[src/rtl/seg_scan_pkg.sv]
// Shared types and glyph constants for the 6-digit multiplexed 7-segment scanner.
// Glyphs are active-high in {g,f,e,d,c,b,a} order.
package seg_scan_pkg;

    localparam int NUM_DIG = 6;

    typedef enum logic {
        BLANK = 1'b0,
        SHOW  = 1'b1
    } state_t;

    localparam logic [6:0] GLYPH_0 = 7'b0111111;
    localparam logic [6:0] GLYPH_1 = 7'b0000110;
    localparam logic [6:0] GLYPH_2 = 7'b1011011;
    localparam logic [6:0] GLYPH_3 = 7'b1001111;
    localparam logic [6:0] GLYPH_4 = 7'b1100110;
    localparam logic [6:0] GLYPH_5 = 7'b1101101;
    localparam logic [6:0] GLYPH_6 = 7'b1111101;
    localparam logic [6:0] GLYPH_7 = 7'b0000111;
    localparam logic [6:0] GLYPH_8 = 7'b1111111;
    localparam logic [6:0] GLYPH_9 = 7'b1101111;
    localparam logic [6:0] GLYPH_A = 7'b1110111;
    localparam logic [6:0] GLYPH_B = 7'b1111100;
    localparam logic [6:0] GLYPH_C = 7'b0111001;
    localparam logic [6:0] GLYPH_D = 7'b1011110;
    localparam logic [6:0] GLYPH_E = 7'b1111001;
    localparam logic [6:0] GLYPH_F = 7'b1110001;

endpackage

[src/rtl/seg_bcd_dec.sv]
// Combinational 4-bit code to 7-segment glyph decoder (0-9 decimal, 10-15 as A,b,C,d,E,F).
module seg_bcd_dec
    import seg_scan_pkg::*;
(
    input  logic [3:0] code,
    output logic [6:0] seg
);

    always_comb begin
        seg = GLYPH_0;
        case (code)
            4'h0: seg = GLYPH_0;
            4'h1: seg = GLYPH_1;
            4'h2: seg = GLYPH_2;
            4'h3: seg = GLYPH_3;
            4'h4: seg = GLYPH_4;
            4'h5: seg = GLYPH_5;
            4'h6: seg = GLYPH_6;
            4'h7: seg = GLYPH_7;
            4'h8: seg = GLYPH_8;
            4'h9: seg = GLYPH_9;
            4'hA: seg = GLYPH_A;
            4'hB: seg = GLYPH_B;
            4'hC: seg = GLYPH_C;
            4'hD: seg = GLYPH_D;
            4'hE: seg = GLYPH_E;
            4'hF: seg = GLYPH_F;
            default: seg = GLYPH_0;
        endcase
    end

endmodule

[src/rtl/seg_scan_ctrl.sv]
// Six-digit 7-segment scan scheduler with blanking guard and frame-synchronous double buffer.
// Optional macro SEG_LZB_EN enables leading-zero blanking on digits 1..5.
module seg_scan_ctrl
    import seg_scan_pkg::*;
#(
    parameter int CLK_HZ    = 50_000_000,
    parameter int SLOT_HZ   = 1000,
    parameter int GUARD_CYC = 16
) (
    input  logic        clk,
    input  logic        rst,
    input  logic [23:0] i_digits,
    input  logic [5:0]  i_dp,
    input  logic        i_load,
    output logic [6:0]  o_seg,
    output logic        o_seg_dp,
    output logic [5:0]  o_seg_enb,
    output logic        o_frame_done
);

    localparam int DIV   = CLK_HZ / SLOT_HZ;
    localparam int CNT_W = (DIV > 1) ? $clog2(DIV) : 1;
    localparam logic [CNT_W-1:0] GUARD_LAST = CNT_W'(GUARD_CYC - 1);
    localparam logic [CNT_W-1:0] DIV_LAST   = CNT_W'(DIV - 1);

    generate
        if ((GUARD_CYC < 1) || (GUARD_CYC >= DIV)) begin : g_bad_guard
            $error("seg_scan_ctrl: GUARD_CYC must satisfy 1 <= GUARD_CYC < CLK_HZ/SLOT_HZ");
        end
    endgenerate

    state_t             state_reg;
    logic [CNT_W-1:0]   cnt_reg;
    logic [2:0]         idx_reg;
    logic [23:0]        pend_dig_reg;
    logic [5:0]         pend_dp_reg;
    logic [23:0]        act_dig_reg;
    logic [5:0]         act_dp_reg;
    logic [6:0]         seg_reg;
    logic               dp_reg;
    logic [5:0]         enb_reg;
    logic               frame_done_reg;

    logic [3:0]         act_code [NUM_DIG];
    logic [NUM_DIG-1:0] enb_onehot;
    logic [3:0]         cur_code;
    logic [6:0]         dec_seg;
    logic [6:0]         show_seg;
    logic               lzb_blank;

    genvar gi;
    generate
        for (gi = 0; gi < NUM_DIG; gi++) begin : g_dig
            assign act_code[gi]   = act_dig_reg[gi*4 +: 4];
            assign enb_onehot[gi] = (idx_reg == 3'(gi));
        end
    endgenerate

    assign cur_code = act_code[idx_reg];

    seg_bcd_dec u_dec (
        .code (cur_code),
        .seg  (dec_seg)
    );

`ifdef SEG_LZB_EN
    // Blank digit n>0 when it and every digit above it are zero.
    assign lzb_blank = (idx_reg != 3'd0) && ((act_dig_reg >> {idx_reg, 2'b00}) == 24'd0);
`else
    assign lzb_blank = 1'b0;
`endif

    assign show_seg = lzb_blank ? 7'd0 : dec_seg;

    always_ff @(posedge clk) begin
        if (rst) begin
            state_reg      <= BLANK;
            cnt_reg        <= '0;
            idx_reg        <= '0;
            pend_dig_reg   <= '0;
            pend_dp_reg    <= '0;
            act_dig_reg    <= '0;
            act_dp_reg     <= '0;
            seg_reg        <= '0;
            dp_reg         <= 1'b0;
            enb_reg        <= '0;
            frame_done_reg <= 1'b0;
        end else begin
            frame_done_reg <= 1'b0;
            if (i_load) begin
                pend_dig_reg <= i_digits;
                pend_dp_reg  <= i_dp;
            end
            case (state_reg)
                BLANK: begin
                    cnt_reg <= cnt_reg + 1'b1;
                    if (cnt_reg == GUARD_LAST) begin
                        state_reg <= SHOW;
                        enb_reg   <= enb_onehot;
                        seg_reg   <= show_seg;
                        dp_reg    <= act_dp_reg[idx_reg];
                    end
                end
                SHOW: begin
                    if (cnt_reg == DIV_LAST) begin
                        state_reg <= BLANK;
                        cnt_reg   <= '0;
                        enb_reg   <= '0;
                        seg_reg   <= '0;
                        dp_reg    <= 1'b0;
                        if (idx_reg == 3'(NUM_DIG - 1)) begin
                            idx_reg        <= '0;
                            frame_done_reg <= 1'b1;
                            // A load coinciding with the swap bypasses pending so it is not lost a frame.
                            act_dig_reg    <= i_load ? i_digits : pend_dig_reg;
                            act_dp_reg     <= i_load ? i_dp     : pend_dp_reg;
                        end else begin
                            idx_reg <= idx_reg + 3'd1;
                        end
                    end else begin
                        cnt_reg <= cnt_reg + 1'b1;
                    end
                end
                default: state_reg <= BLANK;
            endcase
        end
    end

    assign o_seg        = seg_reg;
    assign o_seg_dp     = dp_reg;
    assign o_seg_enb    = enb_reg;
    assign o_frame_done = frame_done_reg;

endmodule
[config.mk]
export PLATFORM = sky130hd
export DESIGN_NAME = seg_scan_ctrl
export DESIGN_NICKNAME = d
export VERILOG_FILES = /design/src/rtl/seg_scan_pkg.sv /design/src/rtl/seg_bcd_dec.sv /design/src/rtl/seg_scan_ctrl.sv
export SDC_FILE = /design/constraint.sdc
export NUM_CORES = 1
export LEC_CHECK = 0
export BUFFER_PORTS_ARGS = -buffer_cell sky130_fd_sc_hd__buf_2
export CORE_UTILIZATION = 58
export DETAILED_ROUTE_END_ITERATION = 8
export HOLD_SLACK_MARGIN = 0.02
export PLACE_DENSITY_LB_ADDON = 0.08
export RECOVER_POWER = 25
export SYNTH_ARGS = -nofsm -noshare
export SYNTH_HDL_FRONTEND = slang
export SYNTH_SLANG_ARGS = --single-unit
[constraint.sdc]
create_clock -name clk -period 2.88 [get_ports clk]
set_input_delay 0.432 -clock clk [delete_from_list [all_inputs] [get_ports clk]]
set_output_delay 0.432 -clock clk [all_outputs]
set_load 0.02 [all_outputs]
# --- Word-level counts from Yosys, hierarchy flattened ---
# Memories as Yosys holds them, arrays and structs flattened.
# Index checks and enable logic that the tools add are counted.
totals:
  in_bits: 33
  n_memories: 1
  register_bits: 95
  romBits: 112
  output_inout_bits: 15
memory_table:
  columns: ["memory", "depth", "width", "rd", "rd_ports_with_merged_regs", "write_ports", "line", "text"]
  rows:
  - ["(name not given)", 16, 7, 1, 0, 0, "seg_bcd_dec.sv:11", "case (code)"]
classes:
  bitwise: 3
  n_eq_ne: 9
  mux: 23
  n_lt_le_gt_ge: 2
  n_reduce_logical: 5
  n_addsub: 2
op_table:
  columns: ["operator", "n"]
  rows:
  - ["$pmux W16 S2", 1]
  - ["$mux W24", 1]
  - ["$mux W6", 3]
  - ["$add A16 B1 Y16 const B", 1]
  - ["$eq A16 B16 Y1 const B", 1]
  - ["$eq A16 B4 Y1 const B", 1]
  - ["$mux W16", 1]
  - ["$mux W7", 2]
  - ["$pmux W7 S2", 1]
  - ["$bmux W4 S3", 1]
  - ["$pmux W6 S2", 1]
  - ["$mux W4", 2]
  - ["$eq A3 B2 Y1 const B", 2]
  - ["$eq A3 B3 Y1 const B", 2]
  - ["$mux W1", 6]
  - ["$ge A4 B4 Y1 const B", 1]
  - ["$lt A3 B4 Y1 const B", 1]
  - ["$not A3 Y4", 1]
  - ["$pmux W1 S2", 2]
  - ["$reduce_and A2 Y1", 2]
  - ["$add A3 B1 Y3 const B", 1]
  - ["$bmux W1 S3", 1]
  - ["$eq A3 B1 Y1 const B", 1]
  - ["$logic_not A3 Y1", 1]
  - ["other kinds (6)", 7]

# --- Logic depth before layout (Yosys ltp) ---
# Gate-level depths: netlist of the first run.
# An unclocked memory read counts as a cell.
depth:
  ltp_word: 7
  mapped_depth: 10

# --- By module ---
# From an unflattened synthesis of the first run, not the netlist that was laid out.
unflattened:
  hier_cells: 423
  hier_area_um2: 3977.6
modules_own_cells:
  columns: ["mod", "area_per_inst_um2", "cells_each", "n_inst"]
  rows:
  - ["seg_scan_ctrl", 3694.8, 390, 1]
  - ["seg_bcd_dec", 282.8, 33, 1]

# --- Least setup slack after synthesis of the first run ---
# No wires, ideal clock.
synth_timing:
  path_type: "reg-to-reg"
  startpoint: "reg idx_reg[1]"
  endpoint: "reg seg_reg[0], in the netlist o_seg[0]"
  path_slack_ps: 727
  arrival_time_ps: 2062
  stages_incl_launch_ff: 11
  cell_sequence: "dfxtp_1 -> buf_6 -> buf_2 -> mux2i_1 -> o22ai_1 -> nor2_1 -> inv_1 -> ha_1 -> nor3_1 -> a22oi_1 -> a311oi_1"
synth_between:
  elab_chain_cells: 7
synth_rtl:
  columns: ["element", "line", "text"]
  rows:
  - ["from (decl)", "seg_scan_ctrl.sv:34", "logic [2:0] idx_reg;"]
  - ["from (signal assigned)", "seg_scan_ctrl.sv:118", "idx_reg <= idx_reg + 3'd1;"]
  - ["$not A3 Y4 (implied by the code)", "seg_scan_ctrl.sv:59", "assign cur_code = act_code[idx_reg];"]
  - ["$bmux W4 S3", "seg_scan_ctrl.sv:59", null]
  - ["$mux W4 (implied by the code) (2 in series)", "seg_scan_ctrl.sv:59", null]
  - ["$mem_v2 Z16 W7", null, null]
  - ["$mux W7", "seg_scan_ctrl.sv:97", "if (cnt_reg == GUARD_LAST) begin"]
  - ["$pmux W7 S2", "seg_scan_ctrl.sv:94", "case (state_reg)"]
  - ["to (signal assigned)", "seg_scan_ctrl.sv:100", "seg_reg <= show_seg;"]
  - ["to (decl)", "seg_scan_ctrl.sv:39", "logic [6:0] seg_reg;"]
# Every way passes these cells. The select of a mux whose other input is x is not followed.
# A chain may end at the register's enable or synchronous reset.

# --- Worst setup path after layout of the first run ---
layout_timing:
  startpoint: "reg idx_reg[0]"
  endpoint: "reg seg_reg[0], in the netlist o_seg[0]"
# Same word-level chain as after synthesis.

==> flow_summary.yaml, run 1 <==
status:
  status: "complete, but fails checks"
  violations: "max-capacitance violations, max-slew violations"
clocking:
  htree_levels: 3
  cts_sinks: 95
  root_buffer: "clkbuf_8"
  insertion_delay_ps: 350
  post_cts_buffers: 0
  cts_hold_buffers: 0
  path_clk_slew_ps: 90
  cts_resized: 0
  cts_buffer_depth: 2
  cts_tree: "done"
  cts_buffers: 9
logic_synthesis:
  async_flop_share: 0
  synth_cell_types: 50
  syn_inst: 440
  ys_seq_elements: 95
  yosysWarnings: 0
  synth_top_flop_cell: "dfxtp_1"
  seq_area_frac_synth: 0.463
  synth-edff-count: 0
  syn_avg_cell_area_um2: 9.34
  syn-cell-area_um2: 4110
  syn-num-nets: 481
critical_path:
  crit_start: "idx_reg[0]"
  cp-start-kind: "flop"
  worstRegToRegCells: 8
  crit_end: "o_seg[0]"
  required_ps: 3150
  r2r_end: "o_seg[0]"
  reg2reg_from: "idx_reg[0]"
  path_max_fanout: 12
  worst-setup-path-type: "reg -> reg"
  crit_path_end_kind: "flop"
  critPathArrivalTime_ps: 2730
  reg2reg_slack_ps: 410
route:
  wl_per_cell_um: 13.6
  drtIter0Drc: 151
  drt_first_pass_iters: 4
  drc_errors: 0
  via_count: 3124
  via_per_inst: 5.44
  drt_wl_total_mm: 7.83
  ant_nets: 0
floorplan:
  rows: 30
  ioPinCount: 48
  die_area_um2: 7430
  core_um2: 6830
  die_h_um: 86.2
  die_w_um: 86.2
  initial_core_util: 0.602
finish:
  syn2layout_area_growth_pct: 10.6
  final_cell_area_um2: 4550
  fillers: 601
  drive_gt1_frac: 0.163
  fin_nets: 514
  finalNonFillerCells: 574
  n_antenna_cell: 0
power_and_ir_drop:
  powerDensity_nw_per_um2: 513
  max-vdd-ir-drop_mv: 0.332
  leakage_nw: 1.74
  p_total_mw: 2.33
grt:
  antenna_found_initial: 0
  grtUsageTotal: 0.229
  overflow: 0
  grt_pass1_vias: 2932
  grt_max_degree: 62
  grt_pass1_wl_mm: 13.3
timing:
  rsz0062_at_grt: "false"
  finalHoldViolCount: 0
  fmax_mhz: 405
  period_minus_slack_ps: 2470
  finClkSkew_ps: 10.2
  finalSetupViolCount: 0
  slew_violations: 31
  tightest_slew_ps: 2060
  setup_tns_ps: 0
  fin_crit_sh: 0.857
  slew_headroom: -0.372
  finalHoldWorstSlack_ps: 333
place:
  place.detailed.hpwl_mm: 5.49
  place_area_um2: 4360
  routabilityCongestion: 0.873
  io_buffers: 47
  place_inst: 558
job:
  cap_viol_max_count: 1
worst_hold_path:
  worstHoldPathType: "in -> reg"
## how the worst min path moves through the flow
stage / from / endpoint / slack (ps) / depth (start not counted)
CTS: i_dp[1] / pend_dp_reg[1] / 330 / 3
detailed placement: cnt_reg[0] / cnt_reg[0] / 450 / 1
global route: i_dp[1] / pend_dp_reg[1] / 340 / 3
floorplan: cnt_reg[0] / cnt_reg[0] / 420 / 1
finish: i_dp[1] / pend_dp_reg[1] / 330 / 3
global placement: cnt_reg[0] / cnt_reg[0] / 430 / 1
## cells in the mapped netlist (all sizes together) (2+ instances only)
cell type | n | area, um2
a31o | 3 | 26.3
nand4 | 7 | 43.8
dfxtp | 95 | 1900
a21oi | 11 | 55.1
clkbuf | 18 | 70.1
and4 | 3 | 26.3
o22a | 2 | 17.5
nand3b | 2 | 15.0
xnor2 | 7 | 61.3
a221oi | 3 | 45.0
nand2b | 4 | 25.0
and2 | 3 | 18.8
nor2 | 100 | 375
o22ai | 4 | 31.3
a211oi | 30 | 225
xor2 | 8 | 70.1
nor3 | 5 | 25.0
inv | 7 | 26.3
buf | 12 | 75.1
nand3 | 7 | 40.0
nor4 | 9 | 86.3
mux2i | 45 | 450
nand2 | 18 | 67.6
a21o | 3 | 22.5
ha | 8 | 100
o21ai | 5 | 25.0
a22oi | 4 | 35.0
or2 | 5 | 31.3
## cell type report
cell class                      count  area [um2]  area share
Inverter                            7        26.3     0.00578
Multi-Input combinational cell    308        2040       0.448
Clock buffer                        9         124      0.0273
Timing Repair Buffer               52         264      0.0581
Tap cell                           96         120      0.0264
Sequential cell                    95        1900       0.418
Clock inverter                      7        71.3      0.0157
## placed cells by master, fill, tap and decap left out, types with 3 or more instances in the layout
cell type	instances
a211oi_1	30
a21o_1	3
a21oi_1	11
a221oi_2	3
a22oi_1	3
and2_1	3
and4_1	3
buf_2	42
buf_4	4
clkbuf_1	5
clkbuf_8	9
clkinvlp_4	3
dfxtp_1	95
ha_1	8
inv_1	7
mux2i_1	45
nand2_1	18
nand2b_1	4
nand3_1	6
nand4_1	7
nor2_1	100
nor3_1	5
nor4_1	7
o21ai_0	5
o22ai_1	3
or2_2	3
xnor2_1	7
xor2_1	8
## critical path: stages, from the launching register on
cell and delay [ps]:
dfxtp_1 660, or2_2 290, o22ai_1 100, nor2_1 340, inv_1 160, ha_1 250
nor3_1 210, a22oi_1 110, a311oi_1 250
## stage by stage
step / setup WS, ps / utilization
finish: 413 / 0.665
global route: 184 / 0.665
CTS: 453 / 0.667
detailed placement: 478 / 0.638
global placement: 619 / 0.638
floorplan: 727 / -
## per-layer routing
layer	routed length, um	vias to the layer above	GRT usage
li1	-	1612	-
met1	3940	1421	0.319
met2	3450	80	0.353
met3	294	11	0.0371
met4	142	0	0.102
met5	0	-	0
## logic make-up (layout without fill, tap and decap cells)
group                    count (synthesis)  after routing  share of synthesized area
AO/OA/AOI/OAI                           70             70                      0.130
XOR/XNOR                                15             15                     0.0320
adder cells (fa/ha/maj)                  8              8                     0.0243
buffers and inverters                   37             75                     0.0417
flip-flops                              95             95                      0.463
multiplexers                            47             47                      0.118
AND/OR/NAND/NOR                        168            168                      0.192
## power by group
part / internal [mW] / switching [mW]
Sequential: 1.34 / 0.00890
Combinational: 0.0485 / 0.0633
Clock: 0.401 / 0.467
Total: 1.79 / 0.540
(Power assumes the default switching activity.)
==> inputs of run 2 (changes only) <==
--- a/config.mk
+++ b/config.mk
@@ -7,6 +7,7 @@
 export LEC_CHECK = 0
 export BUFFER_PORTS_ARGS = -buffer_cell sky130_fd_sc_hd__buf_2
 export CORE_UTILIZATION = 58
+export CTS_BUF_LIST = sky130_fd_sc_hd__clkbuf_16
 export DETAILED_ROUTE_END_ITERATION = 8
 export HOLD_SLACK_MARGIN = 0.02
 export PLACE_DENSITY_LB_ADDON = 0.08
==> run 2 against run 1 <==
The run still ends with max-capacitance violations, max-slew violations left; sequential share of layout area is 0.82 points lower; first-iteration DRC count is 24% lower; setup slack worse by 2.7 ps; final cell count stayed put; total power is 13% higher; sequential power hardly changed; critical endpoint unchanged; wire length is 0.36% higher; die area stayed put; clock power is 35% higher; non-clock buffer count stayed put.
==> flow_summary.yaml, run 2 (synthesis gave the netlist of run 1 again) <==
place:
  io_buffers: 47
  place_inst: 558
  routabilityCongestion: 0.873
  place.detailed.hpwl_mm: 5.49
critical_path:
  crit_path_end_kind: "flop"
  crit_family: "simple AND/OR/NAND/NOR gates"
  cp-start-kind: "flop"
  worstSetupPathDepth: 8
  cp_num_buf_inv: 1
  critPathArrivalTime_ps: 2710
  worst-setup-path-type: "reg -> reg"
  crit_path_cell_trace: "or2_2 -> o22ai_1 -> nor2_1 -> inv_1 -> ha_1 -> nor3_1 -> a22oi_1 -> a311oi_1"
  critPathSlowestCell: "dfxtp_1"
  path_max_fanout: 12
  worstRegToRegCells: 8
  critical_path.max_stage_delay_ps: 650
  required_ps: 3120
finish:
  fin_nets: 514
  fillers: 594
  n_antenna_cell: 0
  final_common_cell: "nor2_1"
  finalNonFillerCells: 574
  fin_util: 0.679
  multi_input_area_um2: 2040
  drive_gt1_frac: 0.142
  final_cell_mix: "nor2_1 (100), dfxtp_1 (95), mux2i_1 (45), buf_2 (32), a211oi_1 (30)"
  regArea_um2: 1900
  syn2layout_area_growth_pct: 12.8
clocking:
  path_clk_slew_ps: 60
  root_buffer: "clkbuf_16"
  cts_buffers: 9
  cts_buffer_depth: 2
  cts_tree: "done"
  cts_sinks: 95
  cts_resized: 0
  insertion_delay_ps: 330
  cts_hold_buffers: 0
  htree_levels: 3
  post_cts_buffers: 0
power_and_ir_drop:
  p_total_mw: 2.63
  powerDensity_nw_per_um2: 567
  leakage_nw: 1.74
  max-vdd-ir-drop_mv: 0.356
route:
  via_per_inst: 5.44
  wl_per_cell_um: 13.7
  drc_errors: 0
  drtIter0Drc: 115
  drt_wl_total_mm: 7.85
  ant_nets: 0
  via_count: 3121
  drt_first_pass_iters: 4
status:
  violations: "max-capacitance violations, max-slew violations"
  status: "complete, but fails checks"
timing:
  setup_tns_ps: 0
  slew_violations: 31
  finalHoldViolCount: 0
  tightest_slew_ps: 2050
  finalSetupViolCount: 0
  finClkSkew_ps: 8.81
  slew_headroom: -0.367
  fin_crit_sh: 0.858
  period_minus_slack_ps: 2470
  finalHoldWorstSlack_ps: 362
  fmax_mhz: 405
  rsz0062_at_grt: "false"
worst_hold_path:
  worstHoldPathType: "in -> reg"
  whs_path_depth: 3
grt:
  grt_pass1_wl_mm: 13.4
  grt_pass1_vias: 2956
  grt_max_degree: 62
  overflow: 0
  grtUsageTotal: 0.231
  antenna_found_initial: 0
floorplan:
  rows: 30
  die_w_um: 86.2
  die_area_um2: 7430
  die_h_um: 86.2
  initial_core_util: 0.602
  core_um2: 6830
  ioPinCount: 48
job:
  cap_viol_max_count: 1
-- run 2: cell count changes in the layout (fill, tap and decap cells not counted), sizes merged --
cell	change
buf	-9
clkbuf	+9
-- run 2: worst paths after layout --
path / from / end / slack [ps]
max: idx_reg[0] / o_seg[0] / 410
min: i_dp[1] / pend_dp_reg[1] / 360
max reg2reg: idx_reg[0] / o_seg[0] / 410
min reg2reg: cnt_reg[0] / cnt_reg[0] / 450
-- run 2: worst register-to-register path: stages, from the launching register on --
cell      delay (ps)
dfxtp_1          650
or2_2            290
o22ai_1          100
nor2_1           340
inv_1            160
ha_1             260
nor3_1           200
a22oi_1          110
a311oi_1         250
-- run 2: layout make-up --
class,instances,share of cell area
tap,96,0.0259
clock buffer,9,0.0486
timing repair buffer,52,0.0548
sequential,95,0.410
clock inverter,7,0.0154
inverter,7,0.00567
multi-input combinational,308,0.440
-- run 2: metal layers --
metal | vias up | track usage | share of wire
li1 | 1617 | - | -
met1 | 1435 | 0.316 | 0.51
met2 | 61 | 0.364 | 0.45
met3 | 8 | 0.0429 | 0.030
met4 | 0 | 0.0909 | 0.013
met5 | - | 0 | 0
-- run 2: power breakdown --
part | switching, mW | leakage [nW] | internal (mW)
combinational | 0.0633 | 0.829 | 0.0488
sequential | 0.00891 | 0.772 | 1.34
clock | 0.494 | 0.138 | 0.672
-- run 2: through the flow --
step,setup WS [ps],cell area (um2)
after floorplan,727,4110
after global placement,619,4360
after detailed placement,478,4360
after CTS,462,4660
after global routing,226,4640
final,410,4640
==> inputs of run 3 (changes only) <==
--- a/config.mk
+++ b/config.mk
@@ -5,10 +5,10 @@
 export SDC_FILE = /design/constraint.sdc
 export NUM_CORES = 1
 export LEC_CHECK = 0
-export BUFFER_PORTS_ARGS = -buffer_cell sky130_fd_sc_hd__buf_2
-export CORE_UTILIZATION = 58
+export CORE_UTILIZATION = 62
 export CTS_BUF_LIST = sky130_fd_sc_hd__clkbuf_16
 export DETAILED_ROUTE_END_ITERATION = 8
+export DONT_BUFFER_PORTS = 1
 export HOLD_SLACK_MARGIN = 0.02
 export PLACE_DENSITY_LB_ADDON = 0.08
 export RECOVER_POWER = 25
==> run 3 against run 2 <==
The flow now finishes without violations; core utilization is 0.78 points higher; global-route usage rose by 0.12 points; critical path depth did not move; first-iteration DRC count decreased by 0.87%; register-to-register slack improved by 20 ps; die area is 6.3% lower; setup slack improved by 16 ps; via count down 6.1%; clock power hardly changed; non-clock buffer count decreased by 49; wire length decreased by 3.6%; cell area is 5.5% lower.
==> flow_summary.yaml, run 3 (synthesis gave the netlist of run 1 again) <==
timing:
  finClkSkew_ps: 5.71
  setup_tns_ps: 0
  slew_headroom: 0.595
  slew_violations: 0
  finalHoldWorstSlack_ps: 160
  fin_crit_sh: 0.852
  fmax_mhz: 408
  period_minus_slack_ps: 2450
  finalHoldViolCount: 0
  rsz0062_at_grt: "false"
  tightest_slew_ps: 608
  finalSetupViolCount: 0
critical_path:
  path_max_fanout: 12
  critPathArrivalTime_ps: 2700
  crit_family: "simple AND/OR/NAND/NOR gates"
  critPathSlowestCell: "dfxtp_1"
  critical_path.max_stage_delay_ps: 650
  required_ps: 3130
  cp_num_buf_inv: 1
  worstRegToRegCells: 8
  crit_path_end_kind: "flop"
  crit_path_cell_trace: "or2_2 -> o22ai_1 -> nor2_1 -> inv_1 -> ha_1 -> nor3_1 -> a22oi_1 -> a311oi_1"
  worstSetupPathDepth: 8
  worst-setup-path-type: "reg -> reg"
  cp-start-kind: "flop"
floorplan:
  core_um2: 6390
  initial_core_util: 0.644
  die_area_um2: 6960
  ioPinCount: 48
  rows: 29
  die_h_um: 83.4
  die_w_um: 83.4
route:
  drt_wl_total_mm: 7.57
  via_per_inst: 5.79
  drt_first_pass_iters: 4
  via_count: 2931
  ant_nets: 0
  drc_errors: 0
  wl_per_cell_um: 15.0
  drtIter0Drc: 114
finish:
  n_antenna_cell: 0
  fin_nets: 465
  syn2layout_area_growth_pct: 6.63
  final_cell_mix: "nor2_1 (100), dfxtp_1 (95), mux2i_1 (45), a211oi_1 (30), nand2_1 (18)"
  final_common_cell: "nor2_1"
  drive_gt1_frac: 0.0746
clocking:
  cts_resized: 0
  cts_tree: "done"
  cts_sinks: 95
  path_clk_slew_ps: 60
  cts_buffers: 9
  post_cts_buffers: 0
  insertion_delay_ps: 340
  cts_hold_buffers: 0
  root_buffer: "clkbuf_16"
  cts_buffer_depth: 2
  htree_levels: 3
worst_hold_path:
  whs_path_depth: 1
  worstHoldPathType: "in -> reg"
power_and_ir_drop:
  max-vdd-ir-drop_mv: 0.450
  powerDensity_nw_per_um2: 590
  leakage_nw: 1.59
grt:
  grt_pass1_vias: 2728
  grt_pass1_wl_mm: 13.1
  grtUsageTotal: 0.232
  overflow: 0
  grt_max_degree: 83
  antenna_found_initial: 0
job:
  cap_viol_max_count: 0
place:
  place.detailed.hpwl_mm: 5.19
  io_buffers: 0
  routabilityCongestion: 0.863
status:
  status: "complete, no violations"
[run 3: cell types whose count changed in the layout (fill, tap and decap cells not counted), moves of 2 or more]
| cell | delta |
|---|---|
| clkinv_2 | -2 |
| buf_4 | -2 |
| clkinvlp_4 | -2 |
| clkbuf_1 | -15 |
| clkinv_4 | +2 |
| buf_2 | -32 |
[run 3: layer usage]
metal / global-route usage / up-vias / wire length [um] / part of all wire
li1: - / 1519 / - / -
met1: 0.338 / 1345 / 3930 / 0.52
met2: 0.335 / 55 / 3200 / 0.42
met3: 0.0636 / 12 / 362 / 0.048
met4: 0.0740 / 0 / 76 / 0.010
met5: 0 / - / 0 / 0
[run 3: worst paths after layout]
check / startpoint / endpoint / slack [ps]
setup / recovery: idx_reg[0] / o_seg[0] / 430
hold / removal: rst / o_seg_enb[5] / 160
setup reg to reg: idx_reg[0] / o_seg[0] / 430
hold reg to reg: cnt_reg[0] / cnt_reg[0] / 450
[run 3: cell type report]
| class | count | area (um2) |
|---|---|---|
| multi-input cells | 308 | 2040 |
| fillers | 504 | 2000 |
| flip-flops and latches | 95 | 1900 |
| clock buffers | 9 | 225 |
| well taps | 77 | 96.3 |
| clock inverters | 7 | 73.8 |
| inverters | 7 | 26.3 |
| repair buffers | 3 | 22.5 |
[run 3: stage by stage]
stage	instance area, um2	setup slack [ps]	power [mW]	utilization	instances
after detailed placement	4090	459	1.44	0.640	490
after global placement	4090	584	1.44	0.640	490
final	4380	426	2.59	0.687	506
after global routing	4380	155	2.67	0.687	506
after CTS	4380	442	2.61	0.687	506
after floorplan	4110	727	1.45	-	440
[run 3: where the power goes]
part | internal, mW | switching, mW
Sequential | 1.34 | 0.00837
Combinational | 0.0300 | 0.0301
Clock | 0.676 | 0.500
Total | 2.05 | 0.539
[run 3: worst register-to-register path, delay by kind of cell, from the launching register on]
kind | cells | cell delay, ps
buffers and inverters | 1 | 150
DFF | 1 | 650
adders and majority gates | 1 | 250
AOI/OAI and AO/OA | 3 | 460
and+or+nand+nor | 3 | 850
